<file path="config.mk">
export PLATFORM = sky130hd
export DESIGN_NAME = adc_lane_align_ctrl
export DESIGN_NICKNAME = d
export VERILOG_FILES = /design/src/rtl/adc_lane_align_ctrl.sv
export SDC_FILE = /design/constraint.sdc
export NUM_CORES = 1
export LEC_CHECK = 0
export CORE_UTILIZATION = 40
export CTS_CLUSTER_DIAMETER = 50
export CTS_CLUSTER_SIZE = 12
export DETAILED_ROUTE_END_ITERATION = 10
export PLACE_DENSITY = 0.86
export REMOVE_ABC_BUFFERS = 1
export SYNTH_ARGS = -nofsm -noshare
export SYNTH_HDL_FRONTEND = slang
export SYNTH_SLANG_ARGS = --single-unit
</file>
<file path="constraint.sdc">
create_clock -name aclk -period 5.6 [get_ports aclk]
set_clock_uncertainty 0.2 [all_clocks]
set_input_delay 0.84 -clock aclk [delete_from_list [all_inputs] [get_ports aclk]]
set_output_delay 0.84 -clock aclk [all_outputs]
set_load 0.1 [all_outputs]
</file>
<file path="src/rtl/adc_lane_align_ctrl.sv">
// rtl/adc_lane_align_ctrl.sv - ADC LVDS frame/data lane bitslip alignment sequencer
// Optional per-lane data-word training is built when ADC_ALIGN_DATA_TRAIN_EN is defined.
module adc_lane_align_ctrl #(
    parameter int                NLANES         = 8,
    parameter int                SER_W          = 8,
    parameter logic [SER_W-1:0]  FRAME_PATTERN  = 8'hF0,
    parameter logic [SER_W-1:0]  TRAIN_PATTERN  = 8'hA5,
    parameter int                SETTLE_CYCLES  = 4,
    parameter int                MATCH_CYCLES   = 16,
    parameter int                MISMATCH_LIMIT = 4,
    localparam int               SLIP_W         = $clog2(SER_W) + 1
) (
    input  logic                    aclk,
    input  logic                    aresetn,
    input  logic                    start,
    input  logic [SER_W-1:0]        frame_word,
    input  logic [NLANES*SER_W-1:0] data_words,
    output logic                    bitslip_frame,
    output logic [NLANES-1:0]       bitslip_data,
    output logic                    busy,
    output logic                    locked,
    output logic                    fail,
    output logic [SLIP_W-1:0]       slip_count,
    output logic [7:0]              relock_count,
    output logic [NLANES-1:0]       lane_ok
);
    localparam int MATCH_W  = $clog2(MATCH_CYCLES + 1);
    localparam int SETTLE_W = $clog2(SETTLE_CYCLES + 1);
    localparam int MISS_W   = $clog2(MISMATCH_LIMIT + 1);

    localparam logic [MATCH_W-1:0]  MATCH_LAST  = MATCH_W'(MATCH_CYCLES - 1);
    localparam logic [MATCH_W-1:0]  MATCH_INC   = 1;
    localparam logic [SETTLE_W-1:0] SETTLE_LAST = SETTLE_W'(SETTLE_CYCLES - 1);
    localparam logic [SETTLE_W-1:0] SETTLE_INC  = 1;
    localparam logic [MISS_W-1:0]   MISS_LAST   = MISS_W'(MISMATCH_LIMIT - 1);
    localparam logic [MISS_W-1:0]   MISS_INC    = 1;
    localparam logic [SLIP_W-1:0]   SLIP_LAST   = SLIP_W'(SER_W - 1);
    localparam logic [SLIP_W-1:0]   SLIP_INC    = 1;

    typedef enum logic [2:0] {
        S_IDLE, S_SLIP, S_SETTLE, S_CHECK, S_TRAIN, S_LOCKED, S_FAIL
    } state_t;

    state_t              state_q, state_d;
    logic [MATCH_W-1:0]  match_q, match_d;
    logic [SLIP_W-1:0]   slip_q, slip_d;
    logic [SETTLE_W-1:0] settle_q, settle_d;
    logic [MISS_W-1:0]   miss_q, miss_d;
    logic [7:0]          relock_q, relock_d;
    logic                bitslip_frame_q, slip_frame_d;
    logic [NLANES-1:0]   bitslip_data_q, slip_data_d;

`ifdef ADC_ALIGN_DATA_TRAIN_EN
    logic                             train_q, train_d;
    logic [NLANES-1:0]                lane_ok_q, lane_ok_d;
    logic [NLANES-1:0][MATCH_W-1:0]   lane_match_q, lane_match_d;
    logic [NLANES-1:0][SLIP_W-1:0]    lane_slip_q, lane_slip_d;
    logic [NLANES-1:0]                lane_miss;
    logic                             lane_over;
`endif

    always_comb begin
        state_d      = state_q;
        match_d      = match_q;
        slip_d       = slip_q;
        settle_d     = settle_q;
        miss_d       = miss_q;
        relock_d     = relock_q;
        slip_frame_d = 1'b0;
        slip_data_d  = '0;
`ifdef ADC_ALIGN_DATA_TRAIN_EN
        train_d      = train_q;
        lane_ok_d    = lane_ok_q;
        lane_match_d = lane_match_q;
        lane_slip_d  = lane_slip_q;
        lane_miss    = '0;
        lane_over    = 1'b0;
`endif
        if (start && (state_q == S_IDLE || state_q == S_LOCKED || state_q == S_FAIL)) begin
            state_d = S_CHECK;
            match_d = '0;
            slip_d  = '0;
            miss_d  = '0;
`ifdef ADC_ALIGN_DATA_TRAIN_EN
            train_d      = 1'b0;
            lane_ok_d    = '0;
            lane_match_d = '0;
            lane_slip_d  = '0;
`endif
        end else begin
            case (state_q)
                S_CHECK: begin
                    if (frame_word == FRAME_PATTERN) begin
                        if (match_q == MATCH_LAST) begin
                            match_d = '0;
                            miss_d  = '0;
`ifdef ADC_ALIGN_DATA_TRAIN_EN
                            state_d      = S_TRAIN;
                            train_d      = 1'b1;
                            lane_ok_d    = '0;
                            lane_match_d = '0;
                            lane_slip_d  = '0;
`else
                            state_d = S_LOCKED;
`endif
                        end else begin
                            match_d = match_q + MATCH_INC;
                        end
                    end else begin
                        match_d = '0;
                        if (slip_q == SLIP_LAST) begin
                            state_d = S_FAIL;
                        end else begin
                            // data lanes share the frame's bit offset, so slip them together
                            state_d      = S_SLIP;
                            slip_frame_d = 1'b1;
                            slip_data_d  = '1;
                        end
                    end
                end
                S_SLIP: begin
                    settle_d = '0;
                    state_d  = S_SETTLE;
`ifdef ADC_ALIGN_DATA_TRAIN_EN
                    if (train_q) begin
                        for (int i = 0; i < NLANES; i++) begin
                            if (bitslip_data_q[i]) lane_slip_d[i] = lane_slip_q[i] + SLIP_INC;
                        end
                    end else begin
                        slip_d = slip_q + SLIP_INC;
                    end
`else
                    slip_d = slip_q + SLIP_INC;
`endif
                end
                S_SETTLE: begin
                    if (settle_q == SETTLE_LAST) begin
`ifdef ADC_ALIGN_DATA_TRAIN_EN
                        state_d = train_q ? S_TRAIN : S_CHECK;
`else
                        state_d = S_CHECK;
`endif
                    end else begin
                        settle_d = settle_q + SETTLE_INC;
                    end
                end
`ifdef ADC_ALIGN_DATA_TRAIN_EN
                S_TRAIN: begin
                    // lanes already passed are left alone so a late glitch cannot re-slip them
                    for (int i = 0; i < NLANES; i++) begin
                        if (data_words[i*SER_W +: SER_W] == TRAIN_PATTERN) begin
                            if (lane_match_q[i] == MATCH_LAST) lane_ok_d[i] = 1'b1;
                            else lane_match_d[i] = lane_match_q[i] + MATCH_INC;
                        end else begin
                            lane_match_d[i] = '0;
                            if (!lane_ok_q[i]) begin
                                lane_miss[i] = 1'b1;
                                if (lane_slip_q[i] == SLIP_LAST) lane_over = 1'b1;
                            end
                        end
                    end
                    if (lane_over) begin
                        state_d = S_FAIL;
                    end else if (lane_miss != '0) begin
                        state_d     = S_SLIP;
                        slip_data_d = lane_miss;
                    end else if (&lane_ok_d) begin
                        state_d = S_LOCKED;
                        miss_d  = '0;
                    end
                end
`endif
                S_LOCKED: begin
                    if (frame_word == FRAME_PATTERN) begin
                        miss_d = '0;
                    end else if (miss_q == MISS_LAST) begin
                        state_d  = S_CHECK;
                        miss_d   = '0;
                        match_d  = '0;
                        slip_d   = '0;
                        relock_d = (relock_q == 8'hFF) ? relock_q : relock_q + 8'd1;
`ifdef ADC_ALIGN_DATA_TRAIN_EN
                        train_d      = 1'b0;
                        lane_ok_d    = '0;
                        lane_match_d = '0;
                        lane_slip_d  = '0;
`endif
                    end else begin
                        miss_d = miss_q + MISS_INC;
                    end
                end
                default: ;
            endcase
        end
    end

    always_ff @(posedge aclk or negedge aresetn) begin
        if (!aresetn) begin
            state_q         <= S_IDLE;
            match_q         <= '0;
            slip_q          <= '0;
            settle_q        <= '0;
            miss_q          <= '0;
            relock_q        <= '0;
            bitslip_frame_q <= 1'b0;
            bitslip_data_q  <= '0;
        end else begin
            state_q         <= state_d;
            match_q         <= match_d;
            slip_q          <= slip_d;
            settle_q        <= settle_d;
            miss_q          <= miss_d;
            relock_q        <= relock_d;
            bitslip_frame_q <= slip_frame_d;
            bitslip_data_q  <= slip_data_d;
        end
    end

`ifdef ADC_ALIGN_DATA_TRAIN_EN
    always_ff @(posedge aclk or negedge aresetn) begin
        if (!aresetn) begin
            train_q      <= 1'b0;
            lane_ok_q    <= '0;
            lane_match_q <= '0;
            lane_slip_q  <= '0;
        end else begin
            train_q      <= train_d;
            lane_ok_q    <= lane_ok_d;
            lane_match_q <= lane_match_d;
            lane_slip_q  <= lane_slip_d;
        end
    end

    assign lane_ok = lane_ok_q;
`else
    logic unused_train;
    assign unused_train = ^{data_words, TRAIN_PATTERN};
    assign lane_ok      = {NLANES{locked}};
`endif

    assign bitslip_frame = bitslip_frame_q;
    assign bitslip_data  = bitslip_data_q;
    assign busy          = (state_q == S_SLIP) || (state_q == S_SETTLE) ||
                           (state_q == S_CHECK) || (state_q == S_TRAIN);
    assign locked        = (state_q == S_LOCKED);
    assign fail          = (state_q == S_FAIL);
    assign slip_count    = slip_q;
    assign relock_count  = relock_q;

endmodule

</file>
==> flow_summary.toml <==
[routing]
drt_iter0_drc = 68
wl_per_cell_um = 13.4
wl_mm = 3.54
drtPass1Iterations = 4
num_vias = 1417
drtAntennaViolNets = 0
drc = 0
vias_per_cell = 5.37

[critical_path]
crit_cells = 3
cp_max_fo = 17
cp_num_buf_inv = 1
required_ps = 4560
path_class = "register to output port"
path_cells = "nor2b_1 -> and2_1 -> clkdlybuf4s50_1"
critPathLaunchType = "register"
slowest_delay_ps = 1200
worst_ep_arrival_time_ps = 2800
crit_family = "buffers and inverters"
rr_worst_depth = 4
slowest_stage = "clkdlybuf4s50_1"
critPathCaptureType = "output port"

[clock_tree]
ctsLongestPathBuffers = 2
postCtsHoldBufs = 0
cts_sinks = 27
cts_resized = 0
tritoncts.num_buffers = 3
clk_pin_slew_ps = 90
tritoncts = "yes"
post-cts-setup-buffer-count = 0
clock_latency_ps = 280
cts_root_buffer = "clkbuf_8"
htree_levels = 1

[outcome]
outcome = "complete, no violations"

[finish]
final_cells = 264
final_util_pct = 51.7
final_nets = 296
drive_gt1_share_pct = 6.07
layout_commonest_cell = "clkdlybuf4s50_1"
area_delta_synth_final_pct = 21.9
final_cell_mix = "42 x clkdlybuf4s50_1, 27 x dfrtp_1, 18 x nand2_1, 14 x o21ai_0, 13 x nor2_1"
antenna_cells = 0

[pwr]
p_per_area_nw_per_um2 = 535
p_leak_nw = 0.880
p_sw_mw = 0.657
total_power_mw = 1.12
p_int_mw = 0.466
max-vdd-ir-drop_mv = 0.272
comb_power_share_pct = 63.4
p_sw_share_pct = 58.5
pwr-share-seq_pct = 26.6
power.share.clock_pct = 10.0

[worst_hold_path]
hold_depth = 1
hold_class = "register to register"

[sta]
slew_headroom_pct = 33.6
slew_violations = 0
timing.fmax_mhz = 261
rsz0062_at_grt = "no"
hold_violations = 0
period_share_pct = 68.5
fin_crit_ps = 3840
finalSetupViolations = 0
worstMarginPinSlew_ps = 993

[global_route]
grt_max_degree = 28
grt_use_total_pct = 16.6
grt_pass1_wl_mm = 5.83
grt_pass1_vias = 1322
antenna_found_initial = 0
grt_overflow_total = 0

[synth]
synth-async-reset-ratio_pct = 100
synthDistinctLibCells = 45
yosys_warnings = 0
synthCells = 190
syn_avg_cell_area_um2 = 9.06
synth_ff_type = "dfrtp_1"
seq_area_frac_synth_pct = 39.2
ys_ff_latch = 27
mappedNetlistArea_um2 = 1720
synth_edf_count = 0

[floorplan]
num_rows = 23
start_util_pct = 42.4
die_w_um = 67.6
fp.coreArea_um2 = 4060
die_area_um2 = 4570
die_h_um = 67.6
boundaryPins = 107

[placement]
placed_cells = 260
dpl.hpwl_mm = 2.64
place_congestion = 0.770
io_buffers = 42

[run]
drv_cap = 0
-- power groups by stage --
stage | clock [mW] | sequential [mW] | combinational [mW]
6_report | 0.112 | 0.299 | 0.712
5_1_grt | 0.120 | 0.309 | 0.752
4_1_cts | 0.114 | 0.298 | 0.715
3_5_place_dp | 0 | 0.302 | 0.714
3_3_place_gp | 0 | 0.298 | 0.704
2_1_floorplan | 0 | 0.590 | 0.257
-- sequential cells by signal, indices dropped and copies added (netlist names) --
signal	flops
settle_q	3
state_q	3
bitslip_data	1
slip_count	4
miss_q	3
match_q	5
relock_count	8
-- stage by stage --
| step | TNS [ps] | setup slack [ps] | hold slack [ps] | cell area [um^2] |
|---|---|---|---|---|
| floorplan | -30090 | -2260 | 264 | 1560 |
| global placement | 0 | 2110 | 288 | 2050 |
| detailed placement | 0 | 2080 | 307 | 2050 |
| CTS | 0 | 1760 | 318 | 2100 |
| global route | 0 | 1610 | 330 | 2100 |
| finish | 0 | 1760 | 314 | 2100 |
-- worst paths after layout --
kind | from | endpoint | slack [ps]
min reg2reg | slip_count[3]$_DFFE_PN0P_ | slip_count[3]$_DFFE_PN0P_ | 310
max reg2reg | state_q[2]$_DFFE_PN0P_ | relock_count[1]$_DFFE_PN0P_ | 3330
min | slip_count[3]$_DFFE_PN0P_ | slip_count[3]$_DFFE_PN0P_ | 310
max in group asynchronous | aresetn | match_q[4]$_DFFE_PN0P_ | 4200
max | state_q[0]$_DFFE_PN0P_ | lane_ok[2] | 1760
min in group asynchronous | aresetn | bitslip_data[6]$_DFF_PN0_ | 730
-- cells by family after synthesis --
| logic type | synth area share, % |
|---|---|
| AO/OA/AOI/OAI | 18.9 |
| multiplexers | 0.654 |
| adder cells (fa/ha/maj) | 4.36 |
| buffers and inverters | 10.0 |
| AND/OR/NAND/NOR | 23.3 |
| flip-flops | 39.2 |
| XOR/XNOR | 3.56 |
-- synthesized netlist by cell type, drive strengths merged, types with 5 or more instances --
cell type | instances | area, um^2
a21oi | 12 | 60.1
buf | 20 | 146
dfrtp | 27 | 676
ha | 6 | 75.1
nand2 | 18 | 67.6
nand2b | 5 | 31.3
nand3 | 8 | 40.0
nor2 | 13 | 48.8
nor2b | 6 | 37.5
o21ai | 14 | 70.1
xnor2 | 5 | 43.8
-- area by class of cell --
cell class	count	area (um^2)
Multi-Input combinational cell	136	873
Timing Repair Buffer	43	428
Fill cell	380	1960
Tap cell	50	62.6
Inverter	4	15.0
Clock buffer	4	45.0
Sequential cell	27	676
-- routing by layer --
layer	global-route usage, %	wire length, um	up-vias
li1	-	-	714
met2	27.6	1760	30
met3	5.24	161	2
met1	20.9	1610	671
met5	0	0	-
met4	3.19	12	0
Power figures use the tool's default switching activity.
